<file path="config.mk">
export PLATFORM = sky130hd
export DESIGN_NAME = booth3_mul_arbiter
export DESIGN_NICKNAME = d
export VERILOG_FILES = /design/src/rtl/booth3_pkg.sv /design/src/rtl/booth3_digit_pp.sv /design/src/rtl/booth3_mul_arbiter.sv
export SDC_FILE = /design/constraint.sdc
export NUM_CORES = 1
export LEC_CHECK = 0
export ABC_AREA = 1
export CORE_UTILIZATION = 45
export CTS_CLUSTER_DIAMETER = 50
export DETAILED_ROUTE_END_ITERATION = 7
export PLACE_DENSITY = 0.67
export SLEW_MARGIN = 20
export SYNTH_ARGS = -nofsm -noshare
export SYNTH_HDL_FRONTEND = slang
export SYNTH_SLANG_ARGS = --single-unit
</file>
<file path="constraint.sdc">
create_clock -name CLK -period 5.15 [get_ports CLK]
set_input_delay 0.515 -clock CLK [delete_from_list [all_inputs] [get_ports CLK]]
set_output_delay 0.515 -clock CLK [all_outputs]
set_load 0.05 [all_outputs]
</file>
<file path="src/rtl/booth3_pkg.sv">
// Shared definitions for the radix-8 Booth multiplier with two-requester arbiter.
package booth3_pkg;

    localparam int OPW     = 8;
    localparam int RESW    = 16;
    localparam int NDIGITS = 3;

    typedef enum logic [1:0] {
        ST_IDLE = 2'd0,
        ST_ITER = 2'd1,
        ST_DONE = 2'd2
    } state_t;

    // Magnitude of a Booth radix-8 digit; the sign travels separately.
    typedef enum logic [2:0] {
        SEL_ZERO = 3'd0,
        SEL_A1   = 3'd1,
        SEL_A2   = 3'd2,
        SEL_A3   = 3'd3,
        SEL_A4   = 3'd4
    } sel_mag_t;

    typedef struct packed {
        logic     neg;
        sel_mag_t mag;
    } digit_sel_t;

    // Bit group {b(3i+2), b(3i+1), b(3i), b(3i-1)} -> signed digit in -4..+4.
    function automatic digit_sel_t decode_digit(input logic [3:0] grp);
        digit_sel_t sel;
        sel.neg = 1'b0;
        sel.mag = SEL_ZERO;
        case (grp)
            4'b0000: begin sel.neg = 1'b0; sel.mag = SEL_ZERO; end
            4'b0001: begin sel.neg = 1'b0; sel.mag = SEL_A1;   end
            4'b0010: begin sel.neg = 1'b0; sel.mag = SEL_A1;   end
            4'b0011: begin sel.neg = 1'b0; sel.mag = SEL_A2;   end
            4'b0100: begin sel.neg = 1'b0; sel.mag = SEL_A2;   end
            4'b0101: begin sel.neg = 1'b0; sel.mag = SEL_A3;   end
            4'b0110: begin sel.neg = 1'b0; sel.mag = SEL_A3;   end
            4'b0111: begin sel.neg = 1'b0; sel.mag = SEL_A4;   end
            4'b1000: begin sel.neg = 1'b1; sel.mag = SEL_A4;   end
            4'b1001: begin sel.neg = 1'b1; sel.mag = SEL_A3;   end
            4'b1010: begin sel.neg = 1'b1; sel.mag = SEL_A3;   end
            4'b1011: begin sel.neg = 1'b1; sel.mag = SEL_A2;   end
            4'b1100: begin sel.neg = 1'b1; sel.mag = SEL_A2;   end
            4'b1101: begin sel.neg = 1'b1; sel.mag = SEL_A1;   end
            4'b1110: begin sel.neg = 1'b1; sel.mag = SEL_A1;   end
            4'b1111: begin sel.neg = 1'b0; sel.mag = SEL_ZERO; end
            default: begin sel.neg = 1'b0; sel.mag = SEL_ZERO; end
        endcase
        return sel;
    endfunction

endpackage

</file>
<file path="src/rtl/booth3_digit_pp.sv">
// Combinational Booth radix-8 partial product: one bit group times A, unshifted.
module booth3_digit_pp
    import booth3_pkg::*;
(
    input  logic [3:0]      grp_i,
    input  logic [OPW-1:0]  a_i,
    input  logic [OPW+1:0]  a3_i,
    output logic [RESW-1:0] pp_o
);

    digit_sel_t      sel_s;
    logic [RESW-1:0] mag_s;

    // Pick the sign-extended multiple of A, then negate if the digit is negative.
    always_comb begin
        sel_s = decode_digit(grp_i);
        case (sel_s.mag)
            SEL_A1:  mag_s = {{8{a_i[7]}}, a_i};
            SEL_A2:  mag_s = {{7{a_i[7]}}, a_i, 1'b0};
            SEL_A3:  mag_s = {{6{a3_i[9]}}, a3_i};
            SEL_A4:  mag_s = {{6{a_i[7]}}, a_i, 2'b00};
            default: mag_s = 16'd0;
        endcase
        if (sel_s.neg) begin
            pp_o = ~mag_s + 16'd1;
        end else begin
            pp_o = mag_s;
        end
    end

endmodule

</file>
<file path="src/rtl/booth3_mul_arbiter.sv">
// Two-requester round-robin arbiter in front of a 3-cycle radix-8 Booth multiplier.
module booth3_mul_arbiter
    import booth3_pkg::*;
(
    input  logic            CLK,
    input  logic            RST,
    input  logic            req0_valid,
    input  logic            req1_valid,
    output logic            req0_ready,
    output logic            req1_ready,
    input  logic [OPW-1:0]  req0_multiplicand,
    input  logic [OPW-1:0]  req0_multiplier,
    input  logic [OPW-1:0]  req1_multiplicand,
    input  logic [OPW-1:0]  req1_multiplier,
    output logic            rsp_valid,
    input  logic            rsp_ready,
    output logic            rsp_id,
    output logic [RESW-1:0] rsp_result,
    output logic            busy
);

    state_t          state_q;
    logic            last_grant_q;
    logic [OPW-1:0]  a_q;
    logic [OPW-1:0]  b_q;
    logic [OPW+1:0]  a3_q;
    logic [RESW-1:0] acc_q;
    logic [1:0]      cnt_q;
    logic            id_q;
    logic            rsp_valid_q;
    logic [RESW-1:0] rsp_result_q;
    logic            busy_q;

    logic            grant0_s;
    logic            grant1_s;
    logic [OPW-1:0]  sel_a_s;
    logic [OPW-1:0]  sel_b_s;
    logic [OPW+1:0]  a3_d;
    logic [9:0]      b_ext_s;
    logic [3:0]      grp_s;
    logic [RESW-1:0] pp_s;
    logic [RESW-1:0] pp_shift_s;
    logic [RESW-1:0] acc_d;

    // Round-robin grant, only while idle; on a tie the requester not served last wins.
    always_comb begin
        grant0_s = 1'b0;
        grant1_s = 1'b0;
        if (state_q == ST_IDLE) begin
            if (req0_valid && req1_valid) begin
                grant0_s = last_grant_q;
                grant1_s = ~last_grant_q;
            end else begin
                grant0_s = req0_valid;
                grant1_s = req1_valid;
            end
        end else begin
            grant0_s = 1'b0;
            grant1_s = 1'b0;
        end
    end

    assign req0_ready = grant0_s;
    assign req1_ready = grant1_s;

    // Operand mux for the granted requester and its 3A precompute.
    always_comb begin
        if (grant1_s) begin
            sel_a_s = req1_multiplicand;
            sel_b_s = req1_multiplier;
        end else begin
            sel_a_s = req0_multiplicand;
            sel_b_s = req0_multiplier;
        end
        a3_d = {{2{sel_a_s[7]}}, sel_a_s} + {sel_a_s[7], sel_a_s, 1'b0};
    end

    // Current digit's bit group: B extended with b8=b7 on top and b(-1)=0 below.
    always_comb begin
        b_ext_s = {b_q[7], b_q, 1'b0};
        case (cnt_q)
            2'd0:    grp_s = b_ext_s[3:0];
            2'd1:    grp_s = b_ext_s[6:3];
            2'd2:    grp_s = b_ext_s[9:6];
            default: grp_s = 4'd0;
        endcase
    end

    booth3_digit_pp u_digit_pp (
        .grp_i (grp_s),
        .a_i   (a_q),
        .a3_i  (a3_q),
        .pp_o  (pp_s)
    );

    // Weight the partial product by 8^i and fold it into the accumulator.
    always_comb begin
        case (cnt_q)
            2'd0:    pp_shift_s = pp_s;
            2'd1:    pp_shift_s = {pp_s[12:0], 3'b000};
            2'd2:    pp_shift_s = {pp_s[9:0], 6'b000000};
            default: pp_shift_s = 16'd0;
        endcase
        acc_d = acc_q + pp_shift_s;
    end

    assign rsp_valid  = rsp_valid_q;
    assign rsp_result = rsp_result_q;
    assign rsp_id     = id_q;
    assign busy       = busy_q;

    // Control FSM: accept in IDLE, one digit per cycle in ITER, hold the result in DONE.
    always_ff @(posedge CLK or posedge RST) begin
        if (RST) begin
            state_q      <= ST_IDLE;
            last_grant_q <= 1'b1;
            a_q          <= 8'd0;
            b_q          <= 8'd0;
            a3_q         <= 10'd0;
            acc_q        <= 16'd0;
            cnt_q        <= 2'd0;
            id_q         <= 1'b0;
            rsp_valid_q  <= 1'b0;
            rsp_result_q <= 16'd0;
            busy_q       <= 1'b0;
        end else begin
            case (state_q)
                ST_IDLE: begin
                    if (grant0_s || grant1_s) begin
                        a_q          <= sel_a_s;
                        b_q          <= sel_b_s;
                        a3_q         <= a3_d;
                        id_q         <= grant1_s;
                        last_grant_q <= grant1_s;
                        acc_q        <= 16'd0;
                        cnt_q        <= 2'd0;
                        busy_q       <= 1'b1;
                        state_q      <= ST_ITER;
                    end
                end
                ST_ITER: begin
                    acc_q <= acc_d;
                    if (cnt_q == 2'(NDIGITS - 1)) begin
                        cnt_q        <= 2'd0;
                        rsp_valid_q  <= 1'b1;
                        rsp_result_q <= acc_d;
                        state_q      <= ST_DONE;
                    end else begin
                        cnt_q <= cnt_q + 2'd1;
                    end
                end
                ST_DONE: begin
                    if (rsp_ready) begin
                        rsp_valid_q  <= 1'b0;
                        rsp_result_q <= 16'd0;
                        busy_q       <= 1'b0;
                        state_q      <= ST_IDLE;
                    end
                end
                default: begin
                    rsp_valid_q  <= 1'b0;
                    rsp_result_q <= 16'd0;
                    busy_q       <= 1'b0;
                    state_q      <= ST_IDLE;
                end
            endcase
        end
    end

endmodule

</file>
==> qor.txt <==
cell mode on critical path: nand2_1
Worst Setup EP: rsp_result[13]
Die H: 102 um
Synth Area per Inst: 7.40 sq um
# diodes: 0
number of global-route vias before repair: 3916
CP arrival: 4.82 ns
final setup skew: 0.0133 ns
Bufs on Longest Clock Path: 2
Via density: 5.12
post-synthesis async set-or-reset flop share: 100%
Netlist cell types: 44
row count: 36
GRT Overall Usage: 21.4%
Initial Utilization: 46.4%
Setup WS pre-CTS: 0.0930 ns
critical path class: reg -> reg
die footprint: 0.0105 sq mm
largest net degree at the start of global routing: 65
end of the worst register-to-register path: rsp_result[13]
initial antenna violation count: 0
share of layout cells above drive strength 1: 12.8%
routed len/inst: 12.6 um
buffers added on ports: 57
Setup-failing EPs final: 0
Clock transition at path regs: 0.07 ns
core region area: 0.00977 sq mm
fill cell count: 946
syn nets: 677
Worst R2R Path Depth: 34
Min Hold Slack: 0.486 ns
synthesized cell area: 0.00453 sq mm
P&R area growth vs syn: 21.9%
Max Fanout on Critical Path: 6
chip width: 102 um
multi-input gate area in the final layout: 0.00264 sq mm
CTS Buf Count: 9
DRT antenna net count: 0
total number of vias: 4166
# nets final: 739
Reg area: 0.00161 sq mm
Worst path slowest cell: dfrtp_2
DRC viols: 0
H-tree Lvls: 3
worst setup margin: 0.543 ns
fin. max-slew vios: 0
FF-to-FF setup slack: 0.54 ns
status: finished, final reports clean
Hold Fails Final Rpt: 0
DR iter-0 viols: 103
Seq cells post-synth: 64
RR Startpoint: cnt_q[0]
TritonCTS clock tree: done
number of synthesized flops with an enable pin: 0
HPWL after detailed placement: 7740 um
Routed WL: 10200 um
GP Congestion: 0.886
setup TNS: 0 ns
Worst Path Required: 5.36 ns
startpoint types: flop
worst-margin pin slew: 0.808 ns
Synth Flop Type: dfrtp_1
1st-pass router iterations: 5
share of the cycle needed by the critical path after routing: 89.5%
max_slew headroom: 46.1%
Peak Freq: 217 MHz
Hold-fix buffers, CTS: 0
Tmin final: 4.61 ns
hold crit path type: reg -> reg
CTS Sinks: 64
worst-skew pair later-pin latency: 0.37 ns
sequential-to-total area share from yosys stat: 35.3%
Synth warnings: 0
Max-Cap Viols: 0
Setup crit end kind: flop
worst stage delay on the critical path: 0.50 ns
Ports: 58
crit path from: cnt_q[0]
global-route wire length before repair: 17500 um
Overflow after GRT: 0
Root Buffer: clkbuf_8
Mapped Cells: 613
[layout by cell type (no fill, tap or decap), drive strengths merged, types with 13 or more instances in the layout]
master | Yosys | routed
clkdlybuf4s50 | 0 | 57
buf | 5 | 13
inv | 53 | 54
nand3 | 70 | 70
nor2 | 50 | 50
ha | 25 | 25
o21ai | 60 | 60
nand2 | 182 | 182
dfrtp | 63 | 63
a21oi | 33 | 33
[logic make-up (layout without fill, tap and decap cells)]
logic type | Yosys count | count (layout) | share of synthesized area [%]
xor+xnor | 9 | 9 | 1.74
compound gates | 117 | 117 | 14.4
fa+ha+maj | 27 | 27 | 7.78
buf+inv | 74 | 141 | 6.68
flops | 64 | 64 | 35.3
simple gates | 322 | 322 | 34.1
[what timing repair did]
| action | 4_1_cts | 5_1_grt |
|---|---|---|
| buffers inserted | 0 | 6 |
| setup endpoints to repair | 0 | 10 |
| endpoints found under the hold margin | 0 | 0 |
| gates resized for setup | 0 | 8 |
[worst min-delay path by stage]
stage	to	cells after the start	slack [ns]	start
floorplan	a3_q[4]	2	0.45	a3_q[4]
global placement	rsp_valid	2	0.45	rsp_valid
detailed placement	rsp_valid	2	0.47	rsp_valid
CTS	rsp_valid	2	0.49	rsp_valid
global route	rsp_valid	2	0.51	rsp_valid
finish	rsp_result[12]	2	0.49	rsp_result[12]
[layer usage]
metal / GRT usage (%) / up-vias / wire, um
li1: - / 2179 / -
met1: 25.4 / 1879 / 4660
met2: 37.2 / 89 / 4940
met3: 3.83 / 19 / 372
met4: 10.8 / 0 / 252
met5: 0 / - / 0
[registers in the layout, indices dropped and copies added (netlist names)]
signal and cells:
acc_q 16, rsp_result 16, a3_q 9, b_q 8, a_q 7, cnt_q 2
state_q 2, busy 1, last_grant_q 1, rsp_id 1, rsp_valid 1
[area by class of cell]
type / count / area share, %
flip-flops and latches: 64 / 29.0
clock inverters: 6 / 1.95
clock buffers: 10 / 2.31
inverters: 55 / 3.78
multi-input cells: 475 / 47.8
repair buffers: 70 / 12.1
well taps: 133 / 3.01
[cells in the mapped netlist, drive strengths merged (2+ instances only)]
cell	n	area, sq um
buf	5	41.3
xor2	7	61.3
a21oi	33	165
o22ai	3	18.8
o221ai	4	35.0
clkbuf	14	52.6
o211ai	3	22.5
or2	9	56.3
fa	2	40.0
o21ai	60	304
clkinv	2	7.51
ha	25	313
nor2	50	260
o31ai	5	37.5
xnor2	2	17.5
dfrtp	63	1580
nand4	9	56.3
nand3	70	435
inv	53	201
nand2	182	724
a22oi	2	15.0
[critical path: cells and delay by family (launching register included)]
kind            cells  cell delay, ns
compound gates      7            0.89
fa+ha+maj           3            0.73
simple gates       18            1.79
xor+xnor            1            0.16
buf+inv             5            0.36
flops               1            0.50
[stage by stage]
| step | util, % | area, sq um | cells |
|---|---|---|---|
| floorplan | - | 4530 | 613 |
| global placement | 53.6 | 5240 | 791 |
| detailed placement | 53.6 | 5240 | 791 |
| CTS | 56.0 | 5470 | 807 |
| global route | 56.5 | 5530 | 813 |
| finish | 56.5 | 5530 | 813 |
Power is not shown: default switching activity piles up to over one toggle a cycle in this logic, so the estimate is an artifact.
